**src/rtl/draw_pkg.sv**
```systemverilog
// Shared definitions for the draw arbiter: FSM encoding, parameter defaults,
// the background colour and an index-width helper.
package draw_pkg;

    typedef enum logic [1:0] {
        IDLE = 2'd0,
        ARB  = 2'd1,
        BUSY = 2'd2,
        GAP  = 2'd3
    } draw_state_e;

    localparam int          N_REQ_DEF    = 4;
    localparam logic [19:0] HOLD_MAX_DEF = 20'd4096;
    localparam logic [2:0]  BLACK        = 3'b000;

    // Width of a requester index; never less than one bit.
    function automatic int idx_width(input int n);
        return (n > 1) ? $clog2(n) : 1;
    endfunction

endpackage

```
**src/rtl/draw_arb_pick.sv**
```systemverilog
// Combinational winner selection for the draw arbiter.
// Build option: DRAW_RR_EN selects round-robin (search starts after the
// last winner); without it the lowest requesting index wins.
module draw_arb_pick
    import draw_pkg::*;
#(
    parameter int N_REQ = N_REQ_DEF,
    parameter int IDX_W = idx_width(N_REQ)
) (
    input  logic [N_REQ-1:0] req,
`ifdef DRAW_RR_EN
    input  logic [IDX_W-1:0] last_win,
`endif
    output logic [IDX_W-1:0] win_idx,
    output logic             win_valid
);

    // Scan the requesters in priority order and take the first one asserting req.
    always_comb begin
        int cand;
        win_idx   = '0;
        win_valid = 1'b0;
        cand      = 0;
        for (int k = 0; k < N_REQ; k++) begin
`ifdef DRAW_RR_EN
            cand = (int'(last_win) + 1 + k) % N_REQ;
`else
            cand = k;
`endif
            if (!win_valid && req[cand]) begin
                win_idx   = IDX_W'(cand);
                win_valid = 1'b1;
            end else begin
                win_idx   = win_idx;
                win_valid = win_valid;
            end
        end
    end

endmodule

```
**src/rtl/draw_arbiter.sv**
```systemverilog
// Arbitrates VGA pixel-write access among N_REQ drawing engines.
// A requester is granted for a burst that ends on its done pulse or after
// HOLD_MAX cycles (forced release, latched in timeout_err). The winner's
// pixel stream is registered onto x/y/colour/writeEn with one cycle latency.
// Build option: DRAW_RR_EN enables round-robin arbitration; the default
// build uses fixed priority (lowest index wins).
module draw_arbiter
    import draw_pkg::*;
#(
    parameter int          N_REQ    = N_REQ_DEF,
    parameter logic [19:0] HOLD_MAX = HOLD_MAX_DEF
) (
    input  logic                  clk,
    input  logic                  reset,
    input  logic [N_REQ-1:0]      req,
    input  logic [N_REQ-1:0]      done,
    input  logic [10*N_REQ-1:0]   x_in,
    input  logic [10*N_REQ-1:0]   y_in,
    input  logic [3*N_REQ-1:0]    colour_in,
    input  logic [N_REQ-1:0]      plot_in,
    output logic [N_REQ-1:0]      grant,
    output logic [9:0]            x,
    output logic [9:0]            y,
    output logic [2:0]            colour,
    output logic                  writeEn,
    output logic                  busy,
    output logic                  timeout_err
);

    localparam int IDX_W = idx_width(N_REQ);

    draw_state_e        state_r, state_nxt_s;
    logic [IDX_W-1:0]   win_idx_r, win_idx_nxt_s;
    logic [19:0]        hold_cnt_r, hold_cnt_nxt_s;
    logic [N_REQ-1:0]   grant_r, grant_nxt_s;
    logic [9:0]         x_r, x_nxt_s, y_r, y_nxt_s;
    logic [2:0]         colour_r, colour_nxt_s;
    logic               we_r, we_nxt_s;
    logic               busy_r, busy_nxt_s;
    logic               tmo_r, tmo_nxt_s;

    logic [IDX_W-1:0]   pick_idx_s;
    logic               pick_valid_s;
    logic               done_win_s;
    logic               hold_hit_s;
    logic               release_s;

`ifdef DRAW_RR_EN
    logic [IDX_W-1:0]   last_win_r, last_win_nxt_s;
`endif

    draw_arb_pick #(
        .N_REQ (N_REQ),
        .IDX_W (IDX_W)
    ) u_pick (
        .req       (req),
`ifdef DRAW_RR_EN
        .last_win  (last_win_r),
`endif
        .win_idx   (pick_idx_s),
        .win_valid (pick_valid_s)
    );

    // Only the granted requester's done counts; the hold limit is hit on the
    // BUSY cycle whose increment brings the counter to HOLD_MAX.
    assign done_win_s = done[win_idx_r];
    assign hold_hit_s = ({1'b0, hold_cnt_r} + 21'd1) >= {1'b0, HOLD_MAX};
    assign release_s  = (state_r == BUSY) && (done_win_s || hold_hit_s);

    // State register.
    always_ff @(posedge clk or posedge reset) begin
        if (reset) begin
            state_r <= IDLE;
        end else begin
            state_r <= state_nxt_s;
        end
    end

    // Next-state logic.
    always_comb begin
        state_nxt_s = state_r;
        case (state_r)
            IDLE: begin
                if (|req) state_nxt_s = ARB;
                else      state_nxt_s = IDLE;
            end
            ARB: begin
                if (pick_valid_s) state_nxt_s = BUSY;
                else              state_nxt_s = IDLE;
            end
            BUSY: begin
                if (release_s) state_nxt_s = GAP;
                else           state_nxt_s = BUSY;
            end
            GAP:     state_nxt_s = IDLE;
            default: state_nxt_s = IDLE;
        endcase
    end

    // Next values of all registered outputs and datapath state.
    always_comb begin
        win_idx_nxt_s  = win_idx_r;
        hold_cnt_nxt_s = hold_cnt_r;
        grant_nxt_s    = '0;
        x_nxt_s        = x_r;
        y_nxt_s        = y_r;
        colour_nxt_s   = colour_r;
        we_nxt_s       = 1'b0;
        tmo_nxt_s      = tmo_r;
        busy_nxt_s     = (state_nxt_s != IDLE);
`ifdef DRAW_RR_EN
        last_win_nxt_s = last_win_r;
`endif
        case (state_r)
            ARB: begin
                hold_cnt_nxt_s = 20'd0;
                if (pick_valid_s) begin
                    win_idx_nxt_s = pick_idx_s;
`ifdef DRAW_RR_EN
                    last_win_nxt_s = pick_idx_s;
`endif
                    for (int i = 0; i < N_REQ; i++) begin
                        grant_nxt_s[i] = (pick_idx_s == IDX_W'(i));
                    end
                end else begin
                    grant_nxt_s = '0;
                end
            end
            BUSY: begin
                x_nxt_s      = x_in[10*int'(win_idx_r) +: 10];
                y_nxt_s      = y_in[10*int'(win_idx_r) +: 10];
                colour_nxt_s = colour_in[3*int'(win_idx_r) +: 3];
                we_nxt_s     = plot_in[win_idx_r];
                if (hold_cnt_r != HOLD_MAX) hold_cnt_nxt_s = hold_cnt_r + 20'd1;
                else                        hold_cnt_nxt_s = hold_cnt_r;
                if (release_s) grant_nxt_s = '0;
                else           grant_nxt_s = grant_r;
                if (hold_hit_s && !done_win_s) tmo_nxt_s = 1'b1;
                else                           tmo_nxt_s = tmo_r;
            end
            default: begin
                grant_nxt_s = '0;
                we_nxt_s    = 1'b0;
            end
        endcase
    end

    // Output and datapath registers.
    always_ff @(posedge clk or posedge reset) begin
        if (reset) begin
            win_idx_r  <= '0;
            hold_cnt_r <= 20'd0;
            grant_r    <= '0;
            x_r        <= 10'd0;
            y_r        <= 10'd0;
            colour_r   <= BLACK;
            we_r       <= 1'b0;
            busy_r     <= 1'b0;
            tmo_r      <= 1'b0;
`ifdef DRAW_RR_EN
            last_win_r <= IDX_W'(N_REQ - 1);
`endif
        end else begin
            win_idx_r  <= win_idx_nxt_s;
            hold_cnt_r <= hold_cnt_nxt_s;
            grant_r    <= grant_nxt_s;
            x_r        <= x_nxt_s;
            y_r        <= y_nxt_s;
            colour_r   <= colour_nxt_s;
            we_r       <= we_nxt_s;
            busy_r     <= busy_nxt_s;
            tmo_r      <= tmo_nxt_s;
`ifdef DRAW_RR_EN
            last_win_r <= last_win_nxt_s;
`endif
        end
    end

    assign grant       = grant_r;
    assign x           = x_r;
    assign y           = y_r;
    assign colour      = colour_r;
    assign writeEn     = we_r;
    assign busy        = busy_r;
    assign timeout_err = tmo_r;

endmodule

```
**config.mk**
```make
export PLATFORM = sky130hd
export DESIGN_NAME = draw_arbiter
export DESIGN_NICKNAME = d
export VERILOG_FILES = /design/src/rtl/draw_pkg.sv /design/src/rtl/draw_arb_pick.sv /design/src/rtl/draw_arbiter.sv
export SDC_FILE = /design/constraint.sdc
export NUM_CORES = 1
export LEC_CHECK = 0
export CORE_ASPECT_RATIO = 0.6
export CORE_MARGIN = 4
export CORE_UTILIZATION = 40
export DETAILED_ROUTE_END_ITERATION = 10
export PLACE_DENSITY = 0.86
export SKIP_CTS_REPAIR_TIMING = 1
export SLEW_MARGIN = 15
export SYNTH_ARGS = -nofsm -noshare
export SYNTH_HDL_FRONTEND = slang
export SYNTH_HIERARCHICAL = 1
export SYNTH_SLANG_ARGS = --single-unit
```
**constraint.sdc**
```tcl
create_clock -name clk -period 1.9 [get_ports clk]
set_input_delay 0.285 -clock clk [delete_from_list [all_inputs] [get_ports clk]]
set_output_delay 0.285 -clock clk [all_outputs]
set_load 0.1 [all_outputs]
```
; After elaboration in Yosys (flattened, before gate mapping)
; Cells that the tools add are included.
[classes]
muxes = 21
n_shift = 3
addsub = 2
eq_ne = 9
n_mul = 2
order_cmp = 2
reduce_logical = 18
[ops]
columns = op, n
row1 = 20-bit one-hot mux with 2 select lines, 1
row2 = 40-bit by 32-bit indexed part select with 10-bit output, 1
row3 = 40-bit by 7-bit indexed part select with 10-bit output, 1
row4 = 20-bit by 1-bit adder with 21-bit output (second input constant), 1
row5 = 21-bit by 13-bit greater-or-equal comparator with 1-bit output (second input constant), 1
row6 = 20-bit by 1-bit adder with 20-bit output (second input constant), 1
row7 = 20-bit 2-to-1 mux, 1
row8 = 20-bit by 13-bit inequality test with 1-bit output (second input constant), 1
row9 = 12-bit by 5-bit indexed part select with 3-bit output, 1
row10 = 1-bit 2-to-1 mux, 10
row11 = 2-bit == test (second input constant), 4
row12 = 4-bit 2-to-1 mux, 2
row13 = 2-bit one-hot mux with 4 select lines, 1
row14 = 4-bit one-hot mux with 2 select lines, 1
row15 = 2-bit 2-to-1 mux, 3
row16 = 2-bit AND reduction, 3
row17 = 1-bit logical AND, 5
row18 = 3-bit by 2-bit multiplier with 5-bit output (first input constant), 1
row19 = 1-bit binary-select mux with 2-bit select, 2
row20 = 2-bit by 1-bit == test with 1-bit output (second input constant), 2
row21 = 1-bit logical NOT, 4
row22 = 2-bit logical NOT, 2
row23 = 2-bit by 2-bit multiplier with 4-bit output (first input constant), 1
row24 = 2-bit nonzero test, 2
row25 = 5 further kinds, 5
[word_totals]
input_bits = 106
wordCells = 67
reg_bits = 54
output_inout_bits = 30

; Logic depth before layout (Yosys ltp)
; Gate-level depths: netlist of the first run.
[logic_depth]
word_depth = 13
depth_mapped = 8
ltp_nobuf = 6

; By module
; Netlist of the first run, hierarchy kept.
[modules_own_cells]
columns = module, n_inst, area_per_inst_um2, cells_each, seq_area_each_um2
row1 = draw_arbiter, 1, 3395.8, 339, 1351.3
row2 = draw_arb_pick, 1, 35.0, 7, 0.0

; Worst setup path after synthesis of the first run
; No wires, ideal clock.
[synth_path]
path_type = register to register
start = register hold_cnt_r[15]
end = register hold_cnt_r[17]
path_stages_with_launch = 8
n_path_buf = 2
slack_ns = -0.065
setup_time_ns = 0.118
t_required_ns = 1.782
arrival_ns = 1.846
synth_period_minus_slack_ns = 1.965
path_cell_list = dfrtp_1 clkbuf_1 nor4b_1 nand4_1 o21ai_0 buf_2 mux2_2 a21o_1
[synth_via]
elab_chain_len = 3
word_cells_on_any_way = 6
classes_between = add/sub: 1 / eq/ne: 2 / mux: 2 / reduce/logical: 1
[synth_rtl]
columns = item, line_no
row1 = start: declaration, draw_arbiter.sv:34  ; logic [19:0] hold_cnt_r, hold_cnt_nxt_s;
row2 = start signal: assignment, draw_arbiter.sv:165  ; hold_cnt_r <= hold_cnt_nxt_s;
row3 = 20-bit by 1-bit adder with 20-bit output or 20-bit by 13-bit inequality test with 1-bit output (tied branches), draw_arbiter.sv:134  ; if (hold_cnt_r != HOLD_MAX) hold_cnt_nxt_s = hold_cnt_r + 20'd1;
row4 = 20-bit 2-to-1 mux or 2-bit by 1-bit inequality test with 1-bit output (tied branches), --
row5 = 20-bit one-hot mux with 2 select lines or 2-bit AND reduction (tied branches), --
; Parallel ways exist; a longest one is shown, timed or not. The select of a mux whose other input is x is not followed.
; A chain may end at the register's enable or synchronous reset.

; Final worst setup path of the first run
[layout_path]
start = register hold_cnt_r[11]
end = register state_r[0]
[layout_via]
elab_chain_len = 6
[layout_rtl]
columns = item, line_no
row1 = 20-bit by 1-bit adder with 21-bit output, draw_arbiter.sv:67  ; assign hold_hit_s = ({1'b0, hold_cnt_r} + 21'd1) >= {1'b0, HOLD_MAX};
row2 = 21-bit by 13-bit greater-or-equal comparator with 1-bit output, draw_arbiter.sv:67
row3 = 1-bit logical OR, draw_arbiter.sv:68  ; assign release_s = (state_r == BUSY) && (done_win_s || hold_hit_s);
row4 = 1-bit logical AND, draw_arbiter.sv:68
row5 = 1-bit 2-to-1 mux, draw_arbiter.sv:92  ; if (release_s) state_nxt_s = GAP;
row6 = 2-bit one-hot mux with 4 select lines, draw_arbiter.sv:82  ; case (state_r)
row7 = named net state_nxt_s[0], draw_arbiter.sv:32  ; draw_state_e state_r, state_nxt_s;
row8 = end signal: assignment, draw_arbiter.sv:75  ; state_r <= state_nxt_s;
row9 = end: declaration, draw_arbiter.sv:32
; The timed path passes the listed nets, and every way through them passes these cells.

==> tab_implementation.tex, run 1 <==
\begin{tabular}{lr}
\hline
Metric & Value \\
\hline
\multicolumn{2}{l}{\textbf{Worst setup path}} \\
Cell count of the worst reg-to-reg path & 6 \\
Critical Path AT & around 2200 ps \\
Critical setup path kind & reg2reg \\
FF-to-FF End & state\_r[0]\$\_DFF\_PP0\_ \\
Category of the worst setup path capture point & flop \\
Flop2flop setup slack & -170 ps \\
Required time worst endpoint & 2070 ps \\
Worst flop-to-flop path startpoint & hold\_cnt\_r[11]\$\_DFFE\_PP0P\_ \\
Type of element launching the critical path & flop \\
Maximum fanout encountered on the critical timing path & 4 \\
\multicolumn{2}{l}{\textbf{Clocking}} \\
Clk Tree Root Cell & sky130\_fd\_sc\_hd\_\_clkbuf\_16 \\
Number of clock buffers inserted by TritonCTS & 5 \\
Reg clk slew, reported paths & about 70 ps \\
\# H-tree levels & 2 \\
CTS tree & done \\
Deepest clock path buffer count & 2 \\
Clock latency at the later pin of the worst-skew pair & around 290 ps \\
Sinks on Clock Net & 54 \\
\multicolumn{2}{l}{\textbf{Global routing}} \\
Busiest grt layer & met2 \\
Largest net degree at the start of global routing & between 50 and 60 \\
Met3 Track Usage GR & 0.0528 \\
Antenna violations before repair & 0 \\
Met2 Usage GRT & 0.358 \\
Total overflow reported by the global router & 0 \\
First-pass GRT wire length & 17.8 mm \\
Global-route usage over all layers & 0.218 \\
Met1 layer usage reported by global route & 0.298 \\
Number of global-route vias before repair & 3500 \\
\multicolumn{2}{l}{\textbf{Timing}} \\
Share of the clock period used by the worst path after layout & 1.09 \\
Count of final setup violators & 10 \\
Smallest setup slack after layout & -175 ps \\
Unrepaired setup endpoints after global routing & yes \\
Number of hold violations in the final report & 0 \\
Worst clock skew & 2.59 ps \\
Transition time at the pin with the least slew margin & 521 ps \\
Worst max-slew margin expressed relative to the limit & 0.653 \\
Final worst path period need & 2070 ps \\
WHS & 358 ps \\
Peak clock frequency supported by timing & 482 MHz \\
Max-slew violation count & 0 \\
\multicolumn{2}{l}{\textbf{Yosys}} \\
Post-synthesis share of cell area spent on full adders, half adders and majority gates & 0.00729 \\
Compound-cell area share of the yosys netlist & 0.0631 \\
Top post-synthesis cells by area & sky130\_fd\_sc\_hd\_\_dfrtp\_1 39\%, sky130\_fd\_sc\_hd\_\_mux4\_2 16\%, sky130\_fd\_sc\_hd\_\_nand2\_1 11\% \\
Share of async-settable or async-resettable flops after synthesis & 1.00 \\
Post-synth top flop & sky130\_fd\_sc\_hd\_\_dfrtp\_1 \\
Most used standard cells in the synthesized netlist & 96 x sky130\_fd\_sc\_hd\_\_nand2\_1, 54 x sky130\_fd\_sc\_hd\_\_dfrtp\_1, 25 x sky130\_fd\_sc\_hd\_\_mux4\_2 \\
Simple-gate area share of the yosys netlist & 0.264 \\
Area of the mapped netlist & between 3000 and 4000 µm² \\
Unique masters post-synth & 46 \\
Cell with the most instances after synthesis & sky130\_fd\_sc\_hd\_\_nand2\_1 \\
Multiplexer fraction of the synthesized cell area & 0.231 \\
Combinational family with the most area after synthesis & simple AND/OR/NAND/NOR gates \\
Share of the synthesized area in the top cell type & 0.394 \\
Mean instance size in the synthesized netlist & around 10 µm² \\
Cell type with the highest aggregate area in the netlist & sky130\_fd\_sc\_hd\_\_dfrtp\_1 \\
Number of warnings reported in the yosys synthesis log & 6 \\
Share of synthesized area occupied by flip-flops and latches & 0.394 \\
Share of the synthesized netlist area taken by xor and xnor gates & 0.00511 \\
Gate Count Post-Synth & 346 \\
Synthesized net count & roughly 450 \\
Synthesis-stage register bit count & 54 \\
EDFF count, synth & 0 \\
\multicolumn{2}{l}{\textbf{Hold path}} \\
Worst hold path type & in2async \\
\multicolumn{2}{l}{\textbf{Route}} \\
WL per Instance & 18.5 µm \\
WL final & 11.5 mm \\
Iteration count of the initial detailed-routing pass & 4 \\
Routed vias & 3480 \\
DRC marker count from the first detailed-route iteration & 237 \\
Via-to-Cell Ratio & 5.58 \\
Number of DRC violations after detailed routing & 0 \\
Post-route ant nets & 0 \\
\multicolumn{2}{l}{\textbf{Floorplan}} \\
Die Span X & 128 µm \\
Area inside the core boundary & 8100 µm² \\
Row cnt & 25 \\
I/O pins & 136 \\
Starting utilization of the core area & 0.423 \\
Die span in y & roughly 80 µm \\
DIE AREA & just over 10000 µm² \\
\multicolumn{2}{l}{\textbf{Final layout}} \\
FILL cells & just under 600 \\
Antenna diodes & 0 \\
Layout-stage area growth over the synthesis result & 58.3\% \\
Number of nets in the finished design & 623 \\
Layout cells sized above 1 & 0.308 \\
Fin area & $\sim$5400 µm² \\
\multicolumn{2}{l}{\textbf{Place}} \\
Placer Congestion & 0.923 \\
DP HPWL & 8.79 mm \\
Cell area after placement & 5110 µm² \\
\# port buffers & 135 \\
\multicolumn{2}{l}{\textbf{Power}} \\
Worst supply voltage drop on vdd & 0.919 mV \\
Power density normalized to cell area & 1400 nW/µm² \\
Power consumption & 7.58 mW \\
Static power due to leakage & 2.38 nW \\
\multicolumn{2}{l}{\textbf{Outcome}} \\
Violated checks & setup timing \\
Outcome & finished with violations \\
\multicolumn{2}{l}{\textbf{Flow run}} \\
Number of violations of the max-capacitance limit & 0 \\
\hline
\end{tabular}
==> metrics by stage <==
stage	TNS, ps	utilization	worst slack [ps]	cells
2_1_floorplan	0	-	2.10	346
3_3_place_gp	-134	0.630	-26.4	608
5_1_grt	-1700	0.670	-246	624
6_report	-588	0.670	-175	624
4_1_cts	-891	0.649	-138	616
3_5_place_dp	-767	0.630	-172	608
==> state kept, by name (all words and copies together) (netlist names) <==
| name | cells |
|---|---|
| state_r | 2 |
| grant | 4 |
| x | 10 |
| colour | 3 |
| hold_cnt_r | 20 |
| timeout_err | 1 |
| y | 10 |
| busy | 1 |
| writeEn | 1 |
| win_idx_r | 2 |
==> layout make-up <==
class | count | area (µm²) | area share
clock buffer | 5 | 125 | 0.0230
clock inverter | 3 | 25.0 | 0.00461
inverter | 4 | 15.0 | 0.00276
multi-input combinational | 262 | 2050 | 0.378
sequential | 54 | 1360 | 0.251
tap | 108 | 135 | 0.0249
timing repair buffer | 188 | 1720 | 0.316
==> logic make-up (layout without fill, tap and decap cells) <==
kind of cell | count (synthesis) | count (layout)
AO/OA/AOI/OAI | 32 | 32
XOR/XNOR | 2 | 2
adder cells (fa/ha/maj) | 2 | 2
buffers and inverters | 30 | 200
flip-flops | 54 | 54
multiplexers | 47 | 47
AND/OR/NAND/NOR | 179 | 179
==> worst max-delay path, stage by stage, from the launching register on <==
cell,delay (ps)
sky130_fd_sc_hd__dfrtp_1,410
sky130_fd_sc_hd__nand4_1,230
sky130_fd_sc_hd__buf_4,230
sky130_fd_sc_hd__nor4_4,280
sky130_fd_sc_hd__mux2i_1,160
sky130_fd_sc_hd__a22o_4,270
sky130_fd_sc_hd__o32a_1,370
==> worst max path at each step <==
stage,endpoint,start
final,state_r[0]$_DFF_PP0_,hold_cnt_r[11]$_DFFE_PP0P_
after global routing,state_r[0]$_DFF_PP0_,hold_cnt_r[11]$_DFFE_PP0P_
after CTS,state_r[0]$_DFF_PP0_,hold_cnt_r[4]$_DFFE_PP0P_
after detailed placement,grant[1]$_DFFE_PP0P_,done[3]
after global placement,hold_cnt_r[9]$_DFFE_PP0P_,hold_cnt_r[3]$_DFFE_PP0P_
after floorplan,state_r[0]$_DFF_PP0_,hold_cnt_r[13]$_DFFE_PP0P_
==> layout by cell type, fill, tap and decap left out, types with 6 or more instances in the layout <==
cell type and n:
sky130_fd_sc_hd__buf_4 76, sky130_fd_sc_hd__clkdlybuf4s50_1 105, sky130_fd_sc_hd__dfrtp_1 46, sky130_fd_sc_hd__dfrtp_2 8
sky130_fd_sc_hd__mux2_2 6, sky130_fd_sc_hd__mux2i_1 14, sky130_fd_sc_hd__mux4_2 25, sky130_fd_sc_hd__nand2_1 96
sky130_fd_sc_hd__nand2b_1 6, sky130_fd_sc_hd__nand3_1 9, sky130_fd_sc_hd__nand4_1 10, sky130_fd_sc_hd__nor2_1 12
sky130_fd_sc_hd__nor3_1 9
==> per-layer routing <==
layer	wire length, µm	part of all wire
met3	870	0.076
met1	4890	0.42
met4	134	0.012
met2	5630	0.49
met5	0	0
==> report_power, final <==
part	internal (mW)	total (mW)	switching (mW)	leakage, nW
sequential	1.50	1.74	0.237	0.690
clock	0.496	0.930	0.434	0.0704
combinational	1.57	4.91	3.34	1.62
total	3.56	7.58	4.02	2.38
Power figures use the tool's default switching activity.
==> inputs of run 2 (changes only) <==
--- a/config.mk
+++ b/config.mk
@@ -9,6 +9,7 @@
 export CORE_MARGIN = 4
 export CORE_UTILIZATION = 40
 export DETAILED_ROUTE_END_ITERATION = 10
+export HOLD_SLACK_MARGIN = 0.02
 export PLACE_DENSITY = 0.86
 export SKIP_CTS_REPAIR_TIMING = 1
 export SLEW_MARGIN = 15
==> results of run 2 <==
Final layout, timing and power as in run 1 (identical DEF).
==> inputs of run 3 (changes only) <==
--- a/config.mk
+++ b/config.mk
@@ -7,13 +7,13 @@
 export LEC_CHECK = 0
 export CORE_ASPECT_RATIO = 0.6
 export CORE_MARGIN = 4
-export CORE_UTILIZATION = 40
+export CORE_UTILIZATION = 39
+export CTS_CLUSTER_SIZE = 14
 export DETAILED_ROUTE_END_ITERATION = 10
 export HOLD_SLACK_MARGIN = 0.02
-export PLACE_DENSITY = 0.86
+export PLACE_DENSITY = 0.85
 export SKIP_CTS_REPAIR_TIMING = 1
 export SLEW_MARGIN = 15
 export SYNTH_ARGS = -nofsm -noshare
 export SYNTH_HDL_FRONTEND = slang
-export SYNTH_HIERARCHICAL = 1
 export SYNTH_SLANG_ARGS = --single-unit
==> tab_implementation.tex, run 3 <==
\begin{tabular}{lr}
\hline
Metric & Value \\
\hline
\multicolumn{2}{l}{\textbf{Outcome}} \\
Outcome & finished with violations \\
Violated checks & setup timing \\
\multicolumn{2}{l}{\textbf{Timing}} \\
Final worst path period need & 2260 ps (+187 ps) \\
Setup TNS & -3770 ps (-3180 ps) \\
Worst max-slew margin expressed relative to the limit & 0.727 (+0.0743) \\
Worst clock skew & 3.65 ps (+1.06 ps) \\
Count of final setup violators & 24 (+14) \\
Peak clock frequency supported by timing & 442 MHz (-8.3\%) \\
WHS & 298 ps (-59.8 ps) \\
Transition time at the pin with the least slew margin & 406 ps (-115 ps) \\
Unrepaired setup endpoints after global routing & yes \\
Max-slew violation count & 0 (unchanged) \\
Share of the clock period used by the worst path after layout & 1.19 (+0.0984) \\
Number of hold violations in the final report & 0 (unchanged) \\
Smallest setup slack after layout & -362 ps (-187 ps) \\
\multicolumn{2}{l}{\textbf{Yosys}} \\
Post-synth top flop & sky130\_fd\_sc\_hd\_\_dfrtp\_1 \\
Synthesis-stage register bit count & 54 (unchanged) \\
Gate Count Post-Synth & 335 (-3.2\%) \\
Share of async-settable or async-resettable flops after synthesis & 1.00 (unchanged) \\
Cell with the most instances after synthesis & sky130\_fd\_sc\_hd\_\_nand2\_1 \\
EDFF count, synth & 0 (unchanged) \\
Top post-synthesis cells by area & sky130\_fd\_sc\_hd\_\_dfrtp\_1 42\%, sky130\_fd\_sc\_hd\_\_mux4\_2 17\%, sky130\_fd\_sc\_hd\_\_nand2\_1 10\% \\
Number of warnings reported in the yosys synthesis log & 0 (-6) \\
Area of the mapped netlist & 3220 µm² (-6.1\%) \\
Unique masters post-synth & 42 (-8.7\%) \\
Most used standard cells in the synthesized netlist & 88 x sky130\_fd\_sc\_hd\_\_nand2\_1, 54 x sky130\_fd\_sc\_hd\_\_dfrtp\_1, 27 x sky130\_fd\_sc\_hd\_\_o21ai\_0 \\
Share of synthesized area occupied by flip-flops and latches & 0.419 (+0.0255) \\
Synthesized net count & 443 (-2.4\%) \\
Cell type with the highest aggregate area in the netlist & sky130\_fd\_sc\_hd\_\_dfrtp\_1 \\
Share of the synthesized area in the top cell type & 0.419 (+0.0255) \\
Mean instance size in the synthesized netlist & 9.62 µm² (-3.0\%) \\
\multicolumn{2}{l}{\textbf{Worst setup path}} \\
Type of element launching the critical path & flop \\
Worst flop-to-flop path startpoint & hold\_cnt\_r[10]\$\_DFFE\_PP0P\_ \\
FF-to-FF End & timeout\_err\$\_DFFE\_PP0P\_ \\
Crit path largest cell delay & 360 ps (-50 ps) \\
Category of cells accounting for the largest share of critical-path delay & simple AND/OR/NAND/NOR gates \\
Cell depth of the worst setup path & 8 (+2) \\
Cell count of the worst reg-to-reg path & 8 (+2) \\
Cell with the biggest individual delay on the critical path & sky130\_fd\_sc\_hd\_\_dfrtp\_1 \\
Crit path cell chain & nand4\_1 -> buf\_4 -> nor4\_1 -> buf\_4 -> nand2\_1 -> o21ai\_0 -> nand2\_1 -> o31a\_1 \\
Critical Path Source & hold\_cnt\_r[10]\$\_DFFE\_PP0P\_ \\
Termination of the worst setup path & timeout\_err\$\_DFFE\_PP0P\_ \\
Category of the worst setup path capture point & flop \\
Flop2flop setup slack & -360 ps (-190 ps) \\
Critical setup path kind & reg2reg \\
Worst path buffer plus inverter count & 2 (+1) \\
Critical Path AT & 2440 ps (+200 ps) \\
Required time worst endpoint & 2080 ps (about the same) \\
Maximum fanout encountered on the critical timing path & 3 (-1) \\
\multicolumn{2}{l}{\textbf{Floorplan}} \\
Die Span X & 125 µm (-1.7\%) \\
I/O pins & 136 (unchanged) \\
Area inside the core boundary & 7950 µm² (-1.9\%) \\
Row cnt & 25 (unchanged) \\
DIE AREA & 9830 µm² (-3.4\%) \\
Die span in y & 78.4 µm (-1.7\%) \\
Starting utilization of the core area & 0.406 (-0.0180) \\
\multicolumn{2}{l}{\textbf{Final layout}} \\
Number of nets in the finished design & 625 (+0.32\%) \\
Fin area & 5340 µm² (-1.7\%) \\
Largest register by flop count & hold\_cnt\_r \\
Leading cell types in the layout, fill and taps excluded & 105 x sky130\_fd\_sc\_hd\_\_clkdlybuf4s50\_1, 87 x sky130\_fd\_sc\_hd\_\_nand2\_1, 81 x sky130\_fd\_sc\_hd\_\_buf\_4 \\
Final standard cell utilization of the core & 0.672 (+0.00186) \\
Flip-flop count of the largest register, all copies and words added & 20 (unchanged) \\
Layout-stage area growth over the synthesis result & 65.8\% \\
Layout cells sized above 1 & 0.292 (-0.0161) \\
Antenna diodes & 0 (unchanged) \\
Commonest non-fill, non-tap cell in the layout & sky130\_fd\_sc\_hd\_\_clkdlybuf4s50\_1 \\
Final Non-Filler Cells & 625 (+0.16\%) \\
\multicolumn{2}{l}{\textbf{Route}} \\
DRC marker count from the first detailed-route iteration & 305 (+29\%) \\
Routed vias & 3479 (-0.029\%) \\
Iteration count of the initial detailed-routing pass & 5 (+1) \\
WL per Instance & 18.6 µm (+0.72\%) \\
Via-to-Cell Ratio & 5.57 (-0.19\%) \\
Number of DRC violations after detailed routing & 0 (unchanged) \\
Post-route ant nets & 0 (unchanged) \\
WL final & 11.6 mm (+0.89\%) \\
\multicolumn{2}{l}{\textbf{Power}} \\
Power consumption & 7.85 mW (+3.5\%) \\
Worst supply voltage drop on vdd & 0.941 mV (+2.3\%) \\
Power density normalized to cell area & 1470 nW/µm² (+5.3\%) \\
Static power due to leakage & 2.35 nW (-1.3\%) \\
\multicolumn{2}{l}{\textbf{Clocking}} \\
Reg clk slew, reported paths & 70 ps (about the same) \\
\# H-tree levels & 2 (unchanged) \\
Sinks on Clock Net & 54 (unchanged) \\
Deepest clock path buffer count & 2 (unchanged) \\
Number of clock buffers inserted by TritonCTS & 5 (unchanged) \\
Clock latency at the later pin of the worst-skew pair & 290 ps (about the same) \\
Clk Tree Root Cell & sky130\_fd\_sc\_hd\_\_clkbuf\_16 \\
CTS tree & done \\
\multicolumn{2}{l}{\textbf{Place}} \\
Pre-CTS setup slack & -408 ps (-236 ps) \\
\# port buffers & 135 (unchanged) \\
Placer Congestion & 0.886 (-4.0\%) \\
Cell area after placement & 4990 µm² (-2.4\%) \\
DP HPWL & 8.69 mm (-1.2\%) \\
Placed insts & 609 (+0.16\%) \\
\multicolumn{2}{l}{\textbf{Global routing}} \\
Antenna violations before repair & 0 (unchanged) \\
Global-route usage over all layers & 0.225 (+0.00690) \\
Number of global-route vias before repair & 3502 (+0.057\%) \\
First-pass GRT wire length & 17.6 mm (-0.89\%) \\
Total overflow reported by the global router & 0 (unchanged) \\
Largest net degree at the start of global routing & 26 (-53\%) \\
\multicolumn{2}{l}{\textbf{Hold path}} \\
Worst hold path type & in2async \\
\multicolumn{2}{l}{\textbf{Flow run}} \\
Number of violations of the max-capacitance limit & 0 (unchanged) \\
\hline
\end{tabular}
[run 3: changes by cell type after synthesis, moves of 7 or more]
cell / delta
sky130_fd_sc_hd__o21ai_0: +16
sky130_fd_sc_hd__mux2i_1: -12
sky130_fd_sc_hd__nor2_1: +11
sky130_fd_sc_hd__nand2_1: -8
sky130_fd_sc_hd__mux2_2: -7
sky130_fd_sc_hd__nor3_1: -7
[run 3: layout make-up]
cell class | instances | area [µm²]
Clock inverter | 1 | 30.0
Clock buffer | 6 | 139
Inverter | 6 | 22.5
Tap cell | 108 | 135
Sequential cell | 54 | 1350
Multi-Input combinational cell | 255 | 1890
Timing Repair Buffer | 195 | 1770
Fill cell | 602 | 2600
[run 3: worst register-to-register path, stage by stage, from the launching register on]
cell	delay, ps
sky130_fd_sc_hd__dfrtp_1	360
sky130_fd_sc_hd__nand4_1	200
sky130_fd_sc_hd__buf_4	210
sky130_fd_sc_hd__nor4_1	360
sky130_fd_sc_hd__buf_4	190
sky130_fd_sc_hd__nand2_1	80
sky130_fd_sc_hd__o21ai_0	320
sky130_fd_sc_hd__nand2_1	130
sky130_fd_sc_hd__o31a_1	300
[run 3: cells by family after synthesis]
family                     Yosys count  share of synthesized area
AOI/OAI and AO/OA                   47                     0.0897
buffers and inverters               26                     0.0307
xor gates and xnor gates             8                     0.0217
adders and majority gates            2                    0.00777
DFF                                 54                      0.419
and+or+nand+nor                    170                      0.246
muxes                               28                      0.184
[run 3: how the worst min path moves through the flow]
stage | end | slack [ps] | cells past startpoint
after floorplan | grant[0]$_DFFE_PP0P_ | 410 | 2
after global placement | y[5]$_DFFE_PP0P_ | 460 | 2
after detailed placement | x[1]$_DFFE_PP0P_ | 460 | 2
after CTS | colour[1]$_DFFE_PP0P_ | 310 | 2
after global routing | colour[1]$_DFFE_PP0P_ | 310 | 2
final | colour[1]$_DFFE_PP0P_ | 300 | 2
[run 3: power breakdown]
part | leakage, nW | switching (mW) | internal [mW]
Sequential | 0.702 | 0.225 | 1.49
Combinational | 1.56 | 3.41 | 1.65
Clock | 0.0829 | 0.414 | 0.651
[run 3: per-layer routing]
layer,track usage,vias up,part of all wire
met4,0.0606,0,0.019
met2,0.381,173,0.49
met3,0.0455,22,0.073
li1,-,1562,-
met5,0,-,0
met1,0.298,1722,0.42
